$ cat config.mk
export PLATFORM = sky130hd
export DESIGN_NAME = hub75_capture
export DESIGN_NICKNAME = d
export VERILOG_FILES = /design/src/rtl/hub75_capture.sv
export SDC_FILE = /design/constraint.sdc
export NUM_CORES = 1
export LEC_CHECK = 0
export BUFFER_PORTS_ARGS = -buffer_cell sky130_fd_sc_hd__buf_2
export CORE_ASPECT_RATIO = 1.25
export CORE_MARGIN = 4
export CORE_UTILIZATION = 46
export CTS_CLUSTER_SIZE = 10
export DETAILED_ROUTE_END_ITERATION = 10
export PLACE_DENSITY_LB_ADDON = 0.25
export SETUP_SLACK_MARGIN = 0.1
export SYNTH_ARGS = -nofsm -noshare
export SYNTH_HDL_FRONTEND = slang
export SYNTH_SLANG_ARGS = --single-unit
$ cat constraint.sdc
create_clock -name clk -period 16.6 [get_ports clk]
set_clock_uncertainty 0.15 [all_clocks]
set_input_delay 3.32 -clock clk [delete_from_list [all_inputs] [get_ports clk]]
set_output_delay 3.32 -clock clk [all_outputs]
set_load 0.02 [all_outputs]
$ cat src/rtl/hub75_capture.sv
// hub75_capture: HUB75 panel bus receiver that rebuilds latched row pairs as a pixel stream
module hub75_capture #(
    parameter int WIDTH     = 64,
    parameter int ADDR_BITS = 5,
    parameter int XW        = 6
) (
    input  logic                 clk,
    input  logic                 reset,
    input  logic [2:0]           hub_rgb0,
    input  logic [2:0]           hub_rgb1,
    input  logic [ADDR_BITS-1:0] hub_addr,
    input  logic                 hub_blank,
    input  logic                 hub_latch,
    input  logic                 hub_sclk,
    output logic                 pix_valid,
    input  logic                 pix_ready,
    output logic [XW-1:0]        pix_x,
    output logic [ADDR_BITS:0]   pix_y,
    output logic [2:0]           pix_rgb,
    output logic                 row_done,
    output logic                 blank_level,
    output logic                 err_len,
    output logic                 err_overrun,
    input  logic                 err_clear
);
    localparam int CW = $clog2(WIDTH + 2);
    localparam int SW = 9 + ADDR_BITS;
    localparam logic [CW-1:0] FULL = CW'(WIDTH);
    localparam logic [CW-1:0] SAT  = CW'(WIDTH + 1);
    localparam logic [XW-1:0] LAST = XW'(WIDTH - 1);

    typedef enum logic [1:0] {IDLE, TOP, BOT} state_t;

    logic [SW-1:0]        s1, s2;
    logic [1:0]           s3;
    logic [2:0]           rgb0, rgb1;
    logic [ADDR_BITS-1:0] addr, row_addr;
    logic                 latch_rise, sclk_rise, idle, handoff, wr, beat, last;
    logic [CW-1:0]        count;
    logic [XW-1:0]        wcol, x, x_n;
    logic [2:0]           cap0 [WIDTH];
    logic [2:0]           cap1 [WIDTH];
    logic [2:0]           em0 [WIDTH];
    logic [2:0]           em1 [WIDTH];
    state_t               state, state_n;
    logic                 done_n;

    assign {rgb0, rgb1, addr} = s2[SW-1:3];
    assign blank_level = s2[2];
    assign latch_rise  = s2[1] & ~s3[1];
    assign sclk_rise   = s2[0] & ~s3[0];
    assign idle        = state == IDLE;
    assign handoff     = latch_rise && count == FULL && idle;
    assign wr          = sclk_rise && (latch_rise || count < FULL);
    assign wcol        = latch_rise ? LAST : LAST - count[XW-1:0];
    assign beat        = pix_valid && pix_ready;
    assign last        = x == LAST;
    assign pix_valid   = !idle;
    assign pix_x       = x;
    assign pix_y       = idle ? '0 : {state == BOT, row_addr};
    assign pix_rgb     = idle ? 3'b000 : (state == BOT ? em1[x] : em0[x]);

    // Two-flop synchronizer on the whole bus plus a third stage on latch/sclk for edge detection
    always_ff @(posedge clk) begin
        if (reset) begin
            s1 <= '0;
            s2 <= '0;
            s3 <= '0;
        end else begin
            s1 <= {hub_rgb0, hub_rgb1, hub_addr, hub_blank, hub_latch, hub_sclk};
            s2 <= s1;
            s3 <= s2[1:0];
        end
    end

    // Shift counter; a latch restarts the row and a coincident shift becomes its first pixel
    always_ff @(posedge clk) begin
        if (reset)
            count <= '0;
        else if (latch_rise)
            count <= sclk_rise ? CW'(1) : '0;
        else if (sclk_rise && count != SAT)
            count <= count + 1'b1;
    end

    // Capture writes fill from the far column inward; a complete row is copied to the emit buffer
    always_ff @(posedge clk) begin
        if (wr) begin
            cap0[wcol] <= rgb0;
            cap1[wcol] <= rgb1;
        end
        if (handoff) begin
            em0      <= cap0;
            em1      <= cap1;
            row_addr <= addr;
        end
    end

    // Sticky errors; a new error event overrides a simultaneous clear
    always_ff @(posedge clk) begin
        if (reset) begin
            err_len     <= 1'b0;
            err_overrun <= 1'b0;
        end else begin
            err_len     <= (latch_rise && count != FULL) || (err_len && !err_clear);
            err_overrun <= (latch_rise && count == FULL && !idle) || (err_overrun && !err_clear);
        end
    end

    // Emitter state, column and row_done registers
    always_ff @(posedge clk) begin
        if (reset) begin
            state    <= IDLE;
            x        <= '0;
            row_done <= 1'b0;
        end else begin
            state    <= state_n;
            x        <= x_n;
            row_done <= done_n;
        end
    end

    // Emitter next state: top half then bottom half, advancing only on accepted beats
    always_comb begin
        state_n = state;
        x_n     = x;
        done_n  = 1'b0;
        case (state)
            IDLE: if (handoff) begin
                state_n = TOP;
                x_n     = '0;
            end
            TOP: if (beat) begin
                state_n = last ? BOT : TOP;
                x_n     = last ? '0 : x + 1'b1;
            end
            BOT: if (beat) begin
                state_n = last ? IDLE : BOT;
                x_n     = last ? '0 : x + 1'b1;
                done_n  = last;
            end
            default: state_n = IDLE;
        endcase
    end
endmodule

## Word-level counts from Yosys, hierarchy flattened

Index checks and enable logic that the tools add are counted.

| word-level totals | value |
|---|---|
| register bits after elaboration | 821 |
| bits of input ports | 18 |
| output and inout bits | 20 |
| logic and storage cells | 340 |

| operators by class | value |
|---|---|
| add/subtract/negate cells | 3 |
| magnitude comparators | 4 |
| eq/ne operators | 10 |
| mux-type cells | 27 |
| bitwise gates (word level) | 8 |
| reduce and logical (&&, ||, !) cells | 22 |

Operators with widths:

| kind | count |
|---|---|
| $bwmux W192 | 2 |
| $bmux W3 S6 | 2 |
| $mux W6 | 5 |
| $mux W3 | 7 |
| $demux W3 S6 | 1 |
| $ge A7 B7 Y1 const B | 2 |
| $mux W7 | 2 |
| $ne A7 B7 Y1 const B | 2 |
| $not A6 Y7 | 2 |
| $pmux W6 S2 | 1 |
| $logic_and A1 B1 Y1 | 10 |
| $mux W2 | 5 |
| $add A7 B1 Y7 const B | 1 |
| $eq A7 B7 Y1 const B | 1 |
| $lt A7 B1 Y1 const B | 1 |
| $lt A7 B7 Y1 const B | 1 |
| $add A6 B1 Y6 const B | 1 |
| $eq A6 B6 Y1 const B | 1 |
| $pmux W2 S3 | 1 |
| $reduce_and A3 Y1 | 2 |
| $sub A6 B6 Y6 const A | 1 |
| $ne A2 B1 Y1 const B | 2 |
| $ne A2 B2 Y1 const B | 2 |
| $not A1 Y1 | 4 |
| other kinds (10) | 15 |

## Logic depth before layout (Yosys ltp)

Gate-level depths: netlist of the first run.

| depth | value |
|---|---|
| depth in word-level cells | 9 |
| depth in mapped cells | 10 |
| mapped depth without buffers | 8 |

## Worst setup path after synthesis of the first run

Ideal clock, no wire load.

| timing | value |
|---|---|
| path type | reg2reg |
| start | register count[3] |
| end | register em0[0] (netlist name) (enable) |
| library setup time | 1.151 ns |
| arrival | 16.969 ns |
| path slack | -1.670 ns |
| cell stages (with the launch flop) | 4 |
| cell sequence | dfxtp_1 -> nor3_1 -> nand4_1 -> nor2_1 |

| between the ends | value |
|---|---|
| cells in the longest elaborated chain, start to end | 3 |

RTL lines:

| what | line | text |
|---|---|---|
| start: declaration | 39 | `logic [CW-1:0] count;` |
| start signal: assignment | 81 | `count <= sclk_rise ? CW'(1) : '0;` |
| start signal: assignment | 83 | `count <= count + 1'b1;` |
| $eq A7 B7 Y1 | 53 | `assign handoff = latch_rise && count == FULL && idle;` |
| $logic_and A1 B1 Y1 (2 in a row) | 53 |  |
| named net handoff | 38 | `logic latch_rise, sclk_rise, idle, handoff, wr, beat, last;` |
| end signal: assignment | 93 | `em0 <= cap0;` |
| end: declaration | 43 | `logic [2:0] em0 [WIDTH];` |

The timed path passes the listed nets, and every way through them passes these cells.
A chain may end at the register's enable or synchronous reset.

## Worst setup path after layout of the first run

| timing | value |
|---|---|
| start | register x[0], in the netlist pix_x[0] |
| end | output port pix_rgb[0] |

| between the ends | value |
|---|---|
| cells in the longest elaborated chain, start to end | 6 |

RTL lines:

| what | line | text |
|---|---|---|
| start: declaration | 40 | `logic [XW-1:0] wcol, x, x_n;` |
| start signal: assignment | 118 | `x <= x_n;` |
| $not A6 Y7 (implied by the code) * | 61 | `assign pix_rgb = idle ? 3'b000 : (state == BOT ? em1[x] : em0[x]);` |
| $bmux W3 S6 | 61 |  |
| $mux W3 (implied by the code) (2 in a row) | 61 |  |
| $mux W3 * (2 in a row) | 61 |  |
| end: declaration | 19 | `output logic [2:0] pix_rgb,` |

Mark *: on every way between the ends. The rest lies on a longest branch, timed or not. The select of a mux whose other input is x is not followed.

==> impl_metrics.env, run 1 <==
export IMPL_status="finished clean"
export IMPL_wl_per_cell_um=23.7
export IMPL_avgViaCountPerCell=5.38
export IMPL_dr_total_vias=12500
export IMPL_required_ns=13.13
export IMPL_slew_headroom=0.0440
export IMPL_hold_class="reg -> reg"
export IMPL_design_core_area_um2=62200
export IMPL_hpwl_mm=32.4
export IMPL_avgSynthCellArea_um2=21.3
export IMPL_clock_sinks=821
export IMPL_post_cts_buffers=0
export IMPL_ys_seq_area_frac=0.836
export IMPL_synthAdderAreaFrac=0.00303
export IMPL_grt_ovfl_total=0
export IMPL_synth_nets=1386
export IMPL_syn_inst=1361
export IMPL_worstSetupEndpointType="primary output"
export IMPL_holdPathStages=0
export IMPL_drt_wl_total_mm=54.9
export IMPL_worst_setup_path_start_kind="register"
export IMPL_synth_compound_area_share=0.0200
export IMPL_initial_utilization=0.465
export IMPL_period_share=0.474
export IMPL_grtUsageTotal=0.167
export IMPL_setup_tns_final_ns=0
export IMPL_rrSetupSlack_ns=11.93
export IMPL_ctsRootBufferMaster="clkbuf_16"
export IMPL_fin_area_um2=32500
export IMPL_async_flop_share=0
export IMPL_worst_pin_slew_ns=1.43
export IMPL_synth_top_area_frac=0.803
export IMPL_power_leakage_nw=11.2
export IMPL_first_pass_iters=6
export IMPL_grt_pass1_wl_mm=82.4
export IMPL_p_per_area_nw_per_um2=131
export IMPL_synth_top_family_by_area="multiplexers"
export IMPL_synth_top_flop_cell="edfxtp_1"
export IMPL_insertion_delay_ns=0.62
export IMPL_clockBufferDepth=3
export IMPL_yosys_area_share_simple=0.0419
export IMPL_max_freq_mhz=127
export IMPL_port_buffers=37
export IMPL_rsz0062_at_grt="no"
export IMPL_gp_congestion=0.789
export IMPL_ys_warn_count=0
export IMPL_yosys_top_cells_area="edfxtp_1 80%, mux4_2 4.3%, dfxtp_1 3.3%"
export IMPL_hold_viol=0
export IMPL_synth_seq_cells=821
export IMPL_setup_viol=0
export IMPL_drive_gt1_frac=0.150
export IMPL_die_area_um2=67000
export IMPL_ios=38
export IMPL_fillers=4808
export IMPL_synthDistinctLibCells=56
export IMPL_yosysMostFrequentCell="edfxtp_1"
export IMPL_ctsHoldBuffers=0
export IMPL_maxSlewViolCount=0
export IMPL_cts_buffers=92
export IMPL_initialDrtViolationCount=1246
export IMPL_grt_antenna_before_repair=0
export IMPL_area_growth_pct=12.3
export IMPL_r2r_cells=5
export IMPL_synth_common_cells="773 x edfxtp_1, 86 x nor2_1, 55 x mux4_2"
export IMPL_r2r_end="em0[123]$_DFFE_PP_"
export IMPL_crit_type="reg -> out"
export IMPL_worstReg2RegStart="count[3]$_SDFFE_PP0P_"
export IMPL_drc=0
export IMPL_fin_crit_ns=7.87
export IMPL_netlist_area_um2=28900
export IMPL_synth_xor_area_frac=0.00151
export IMPL_grt_max_degree=198
export IMPL_dieWidth_um=232
export IMPL_htreeDepth=3
export IMPL_yosysTopAreaCell="edfxtp_1"
export IMPL_drv_cap=0
export IMPL_die_y_um=288
export IMPL_critPathMaxFanout=41
export IMPL_synth_edff_count=773
export IMPL_rows=102
export IMPL_ir_drop_uv=73.7
export IMPL_cts_resized=0
export IMPL_synth_mux_area_frac=0.0840
export IMPL_clk_pin_slew_worst_paths_ns=0.05
export IMPL_arrival_ns=4.40
export IMPL_ant_nets=0
export IMPL_endpoint="pix_rgb[0]"
export IMPL_diodes=0
export IMPL_layout_cells_non_filler=2322
export IMPL_finalNetCount=1476
export IMPL_grt_pass1_vias=12900
export IMPL_worstSetupStartpoint="pix_x[0]$_SDFFE_PP0P_"
export IMPL_place_area_um2=29900
export IMPL_dp_cells=2189
export IMPL_cts_tree="yes"
-- report_power, final --
part	leakage, nW	switching, mW	internal [mW]	total, mW
logic	1.51	0.144	0.101	0.245
registers	8.42	0.0179	2.25	2.27
clock network	1.23	0.715	1.04	1.76
-- layout by cell type, fill, tap and decap left out, drive strengths merged, types with 10 or more instances in the layout --
cell type,Yosys,final
a21oi,15,15
nand3,23,23
a211oi,10,10
nand2,36,36
buf,34,51
mux2i,54,54
clkbuf,21,131
mux4,78,78
nor3,13,13
nand4,12,12
edfxtp,773,773
dfxtp,48,48
nor2b,47,47
nor2,86,86
-- through the flow --
step / power [mW] / util / hold slack [ns] / setup slack, ns
final: 4.27 / 0.523 / 0.251 / 8.73
after global routing: 4.42 / 0.523 / 0.259 / 8.43
after floorplan: 2.50 / - / 0.236 / 4.94
after detailed placement: 2.56 / 0.482 / 0.239 / 9.31
after CTS: 4.31 / 0.523 / 0.250 / 8.65
after global placement: 2.56 / 0.482 / 0.239 / 9.35
-- worst max-delay path: stages (launching register included) --
cell     delay (ns)
dfxtp_4        0.52
buf_4          0.65
buf_4          0.74
mux4_2         0.58
a22oi_1        0.25
nand3_1        0.11
a31oi_1        0.35
a41oi_1        0.18
o31a_1         0.18
buf_2          0.17
-- sequential cells by signal (all words and copies together), names as in the netlist --
register     cells
cap0           192
cap1           192
count            7
em0            192
em1            192
err_len          1
err_overrun      1
pix_x            6
row_addr         5
row_done         1
s1              14
s2              14
s3               2
state            2
-- cell type report --
cell class	count	area, um^2	area share
clock buffers	131	2500	0.0770
clock inverters	2	46.3	0.00142
inverters	9	33.8	0.00104
repair buffers	51	303	0.00932
flip-flops and latches	821	24200	0.745
multi-input cells	476	4370	0.135
well taps	832	1040	0.0320
-- how the worst min path moves through the flow --
| stage | startpoint | endpoint | slack [ns] |
|---|---|---|---|
| after floorplan | s2[3]$_SDFF_PP0_ | row_addr[0]$_DFFE_PP_ | 0.24 |
| after detailed placement | s2[7]$_SDFF_PP0_ | row_addr[4]$_DFFE_PP_ | 0.24 |
| after global routing | s2[5]$_SDFF_PP0_ | row_addr[2]$_DFFE_PP_ | 0.26 |
| final | s2[7]$_SDFF_PP0_ | row_addr[4]$_DFFE_PP_ | 0.25 |
| after global placement | s2[6]$_SDFF_PP0_ | row_addr[3]$_DFFE_PP_ | 0.24 |
| after CTS | s2[7]$_SDFF_PP0_ | row_addr[4]$_DFFE_PP_ | 0.25 |
-- layer usage --
metal  track usage  routed length [um]  up-vias
li1              -                   -     5618
met1         0.210               21800     6383
met2         0.291               28700      382
met3        0.0324                2940      103
met4        0.0588                1510        0
met5             0                   0        -
-- cell families (layout without fill, tap and decap cells) --
family,after synthesis,in the layout
AOI/OAI and AO/OA,81,81
xor gates and xnor gates,5,5
DFF,821,821
buffers and inverters,64,193
adders and majority gates,7,7
and+or+nand+nor,247,247
muxes,136,136
Power figures use the tool's default switching activity.
==> inputs of run 2 (changes only) <==
clock period = 7.2 ns   (was 16.6 ns; I/O delays follow)
==> run 2 against run 1 <==
Critical path depth decreased by 2. Register-to-register slack got worse by 8.0 ns. Critical path type unchanged. Cell count about the same. Clock power increased by 130%. Core utilization increased by 0.13 points.
==> impl_metrics.env, run 2 (synthesis results as in run 1) <==
export IMPL_combPwrFrac=0.054
export IMPL_finish_utilization=0.524
export IMPL_grt_max_degree=198
export IMPL_p_seq_frac=0.536
export IMPL_die_y_um=288
export IMPL_gp_congestion=0.787
export IMPL_final_setup_worst_slack_ns=1.19
export IMPL_hold_class="reg -> reg"
export IMPL_min_from="s2[5]$_SDFF_PP0_"
export IMPL_design_core_area_um2=62200
export IMPL_drv_cap=0
export IMPL_post_cts_buffers=0
export IMPL_first_pass_iters=7
export IMPL_slowest_stage="dfxtp_4"
export IMPL_arrival_ns=4.42
export IMPL_slew_headroom=0.214
export IMPL_status="finished clean"
export IMPL_r2r_end="cap0[22]$_DFFE_PP_"
export IMPL_max_freq_mhz=166
export IMPL_clk_pin_slew_worst_paths_ns=0.06
export IMPL_die_area_um2=67000
export IMPL_avgViaCountPerCell=5.46
export IMPL_ir_drop_uv=161
export IMPL_maxSlewViolCount=0
export IMPL_cts_resized=0
export IMPL_p_per_area_nw_per_um2=302
export IMPL_rows=102
export IMPL_ios=38
export IMPL_wl_per_cell_um=24.4
export IMPL_setup_tns_final_ns=0
export IMPL_layout_common_cells="773 x edfxtp_1, 94 x clkbuf_16, 85 x nor2_1"
export IMPL_worstSetupStartpoint="pix_x[1]$_SDFFE_PP0P_"
export IMPL_grt_pass1_wl_mm=84.9
export IMPL_final_common_cell="edfxtp_1"
export IMPL_worst_setup_path_start_kind="register"
export IMPL_grt_pass1_vias=13200
export IMPL_clock_sinks=821
export IMPL_drive_gt1_frac=0.160
export IMPL_r2r_cells=4
export IMPL_internal_power_mw=7.79
export IMPL_cts_tree="yes"
export IMPL_post_place_ws_ns=1.90
export IMPL_finalNetCount=1483
export IMPL_grt_ovfl_total=0
export IMPL_path_depth=7
export IMPL_ctsHoldBuffers=0
export IMPL_cpLargestDelayFamily="flip-flops"
export IMPL_area_growth_pct=12.6
export IMPL_hold_viol=0
export IMPL_insertion_delay_ns=0.63
export IMPL_dieWidth_um=232
export IMPL_period_share=0.835
export IMPL_power_switching_mw=2.04
export IMPL_crit_type="reg -> out"
export IMPL_fin_crit_ns=6.01
export IMPL_clockBufferDepth=3
export IMPL_setup_viol=0
export IMPL_drc=0
export IMPL_path_cells="buf_4 -> mux4_2 -> mux2i_1 -> a2111oi_0 -> nor4_1 -> nor3_1 -> buf_2"
export IMPL_initialDrtViolationCount=1265
export IMPL_worstSetupEndpointType="primary output"
export IMPL_swShare=0.208
export IMPL_diodes=0
export IMPL_ant_nets=0
export IMPL_critPathBufInv=2
export IMPL_drt_wl_total_mm=56.7
export IMPL_critPathMaxStageDelay_ns=0.96
export IMPL_grt_antenna_before_repair=0
export IMPL_hpwl_mm=32.8
export IMPL_power_leakage_nw=11.2
export IMPL_cts_buffers=92
export IMPL_fin_area_um2=32600
export IMPL_htreeDepth=3
export IMPL_whs_ns=0.249
export IMPL_ctsRootBufferMaster="clkbuf_16"
export IMPL_grtUsageTotal=0.173
export IMPL_place_area_um2=30000
export IMPL_p_clk_frac=0.410
export IMPL_port_buffers=37
export IMPL_critPathMaxFanout=55
export IMPL_worstReg2RegStart="s2[0]$_SDFF_PP0_"
export IMPL_endpoint="pix_rgb[1]"
export IMPL_required_ns=5.61
export IMPL_initial_utilization=0.465
export IMPL_worst_pin_slew_ns=1.18
export IMPL_dr_total_vias=12700
export IMPL_rsz0062_at_grt="no"
export IMPL_rrSetupSlack_ns=3.91
==> run 2: changes by cell type in the layout (fill, tap and decap cells not counted), sizes merged <==
cell,before,now
inv,9,13
bufinv,1,0
clkbuf,131,122
buf,51,58
clkinv,1,2
==> run 2: worst reg2reg max path: cells and delay by family (launching register included) <==
family | cells | cell delay [ns]
AND/OR/NAND/NOR | 4 | 2.33
flip-flops | 1 | 0.42
==> run 2: per-layer routing <==
layer,GRT usage,vias up,wire (um)
met1,0.221,6587,22600
met3,0.0303,88,3150
met5,0,-,0
li1,-,5624,-
met4,0.0688,0,1630
met2,0.295,398,29300
==> run 2: cell type report <==
cell class	instances	area [um^2]
repair buffers	58	380
clock inverters	6	60.1
well taps	832	1040
inverters	9	33.8
flip-flops and latches	821	24200
clock buffers	122	2470
fillers	4798	29600
multi-input cells	476	4400
==> run 2: how the worst min path moves through the flow <==
| stage | slack (ns) | cells after the start | endpoint |
|---|---|---|---|
| after global routing | 0.25 | 0 | row_addr[4]$_DFFE_PP_ |
| after CTS | 0.25 | 0 | row_addr[2]$_DFFE_PP_ |
| after floorplan | 0.24 | 0 | row_addr[0]$_DFFE_PP_ |
| after detailed placement | 0.24 | 0 | row_addr[2]$_DFFE_PP_ |
| final | 0.25 | 0 | row_addr[2]$_DFFE_PP_ |
| after global placement | 0.24 | 0 | row_addr[0]$_DFFE_PP_ |
==> run 2: metrics by stage <==
stage               cells  power [mW]
finish               2324        9.83
global route         2324        10.2
CTS                  2324        9.93
detailed placement   2196        5.91
global placement     2196        5.90
floorplan            1361        5.75
==> run 2: power by group through the flow <==
stage	Sequential, mW	Combinational, mW	Clock [mW]
4_1_cts	5.27	0.540	4.12
6_report	5.27	0.533	4.03
3_3_place_gp	5.37	0.536	0
5_1_grt	5.27	0.569	4.33
3_5_place_dp	5.37	0.540	0
2_1_floorplan	5.31	0.444	0
==> inputs of run 3 (changes only) <==
clock period = 5.1 ns   (was 7.2 ns; I/O delays follow)
==> run 3 against run 2 <==
Hold slack lost 0.0019 ns. Sequential power grew 40%. Critical path type unchanged. Non-clock buffer count grew 8. Die area is the same. Global-route usage grew 0.23 points.
==> impl_metrics.env, run 3 (synthesis results as in run 1) <==
export IMPL_status="finished clean"
export IMPL_grt_max_degree=85
export IMPL_drt_wl_total_mm=56.8
export IMPL_hold_class="reg -> reg"
export IMPL_ctsHoldBuffers=0
export IMPL_ctsRootBufferMaster="clkbuf_16"
export IMPL_setup_viol=0
export IMPL_rows=102
export IMPL_required_ns=3.93
export IMPL_diodes=0
export IMPL_crit_type="reg -> out"
export IMPL_fillers=4782
export IMPL_period_share=0.930
export IMPL_grt_pass1_vias=13400
export IMPL_initial_utilization=0.465
export IMPL_maxSlewViolCount=0
export IMPL_die_y_um=288
export IMPL_cts_tree="yes"
export IMPL_drc=0
export IMPL_layout_common_cells="773 x edfxtp_1, 95 x clkbuf_16, 85 x nor2_1"
export IMPL_ant_nets=0
export IMPL_cts_buffers=92
export IMPL_p_per_area_nw_per_um2=427
export IMPL_max_freq_mhz=211
export IMPL_design_core_area_um2=62200
export IMPL_gp_congestion=0.841
export IMPL_initialDrtViolationCount=1056
export IMPL_worstSetupEndpointType="primary output"
export IMPL_multiInputGateArea_um2=4390
export IMPL_grt_pass1_wl_mm=86.1
export IMPL_r2r_end="em1[29]$_DFFE_PP_"
export IMPL_holdPathStages=0
export IMPL_clk_pin_slew_worst_paths_ns=0.06
export IMPL_drv_cap=0
export IMPL_critPathMaxFanout=39
export IMPL_port_buffers=37
export IMPL_ir_drop_uv=213
export IMPL_worstSetupStartpoint="pix_x[2]$_SDFFE_PP0P_"
export IMPL_grtUsageTotal=0.175
export IMPL_slew_headroom=0.257
export IMPL_htreeDepth=3
export IMPL_ios=38
export IMPL_worst_pin_slew_ns=1.11
export IMPL_cts_resized=0
export IMPL_dp_cells=2204
export IMPL_avgViaCountPerCell=5.41
export IMPL_dieWidth_um=232
export IMPL_hold_viol=0
export IMPL_clockBufferDepth=3
export IMPL_r2r_cells=5
export IMPL_seqCellArea_um2=24200
export IMPL_dr_total_vias=12700
export IMPL_post_cts_buffers=0
export IMPL_wl_per_cell_um=24.3
export IMPL_arrival_ns=3.57
export IMPL_grt_ovfl_total=0
export IMPL_area_growth_pct=13.3
export IMPL_drive_gt1_frac=0.163
export IMPL_hpwl_mm=34.0
export IMPL_first_pass_iters=5
export IMPL_layout_cells_non_filler=2340
export IMPL_report_power_total_mw=14.0
export IMPL_rrSetupSlack_ns=1.79
export IMPL_final_common_cell="edfxtp_1"
export IMPL_fin_crit_ns=4.74
export IMPL_insertion_delay_ns=0.63
export IMPL_worst_setup_path_start_kind="register"
export IMPL_grt_antenna_before_repair=0
export IMPL_endpoint="pix_rgb[1]"
export IMPL_worstReg2RegStart="state[1]$_SDFFE_PP0P_"
export IMPL_die_area_um2=67000
export IMPL_finalNetCount=1491
export IMPL_power_leakage_nw=11.3
export IMPL_clock_sinks=821
export IMPL_rsz0062_at_grt="no"
## run 3: area by class of cell
cell class,count,area share
Sequential cell,821,0.739
Multi-Input combinational cell,476,0.134
Clock buffer,131,0.0773
Tap cell,832,0.0318
Timing Repair Buffer,66,0.0157
Clock inverter,5,0.00168
Inverter,9,0.00103
## run 3: how the worst min path moves through the flow
stage / from / to / slack, ns
after CTS: cap1[19]$_DFFE_PP_ / em1[19]$_DFFE_PP_ / 0.25
after global placement: s2[5]$_SDFF_PP0_ / row_addr[2]$_DFFE_PP_ / 0.24
after detailed placement: s2[5]$_SDFF_PP0_ / row_addr[2]$_DFFE_PP_ / 0.24
after floorplan: s2[3]$_SDFF_PP0_ / row_addr[0]$_DFFE_PP_ / 0.24
final: s2[5]$_SDFF_PP0_ / row_addr[2]$_DFFE_PP_ / 0.25
after global routing: cap0[8]$_DFFE_PP_ / em0[8]$_DFFE_PP_ / 0.26
## run 3: per-stage QoR
stage	setup WS (ns)	utilization	hold slack [ns]	area, um^2	setup TNS (ns)
CTS	0.273	0.527	0.247	32800	0
global route	0.188	0.527	0.257	32800	0
finish	0.355	0.527	0.248	32800	0
detailed placement	0.965	0.486	0.240	30200	0
floorplan	-2.08	-	0.236	29000	-808.71
global placement	0.978	0.486	0.237	30200	0
## run 3: power breakdown
group          switching [mW]  internal, mW  total, mW
clock network            2.38          3.40       5.77
registers              0.0737          7.33       7.40
logic                   0.460         0.363      0.822
## run 3: routing by layer
layer | vias to the layer above | routed length, um | GRT usage
li1 | 5655 | - | -
met1 | 6546 | 22600 | 0.225
met2 | 366 | 29700 | 0.302
met3 | 98 | 2850 | 0.0293
met4 | 0 | 1710 | 0.0640
met5 | - | 0 | 0
## run 3: critical path, stage by stage, from the launching register on
cell,delay [ns]
dfxtp_4,0.63
buf_12,0.32
mux4_2,0.27
and2_1,0.13
a211oi_1,0.04
a311oi_1,0.66
a311oi_1,0.12
nor3_1,0.46
buf_2,0.27
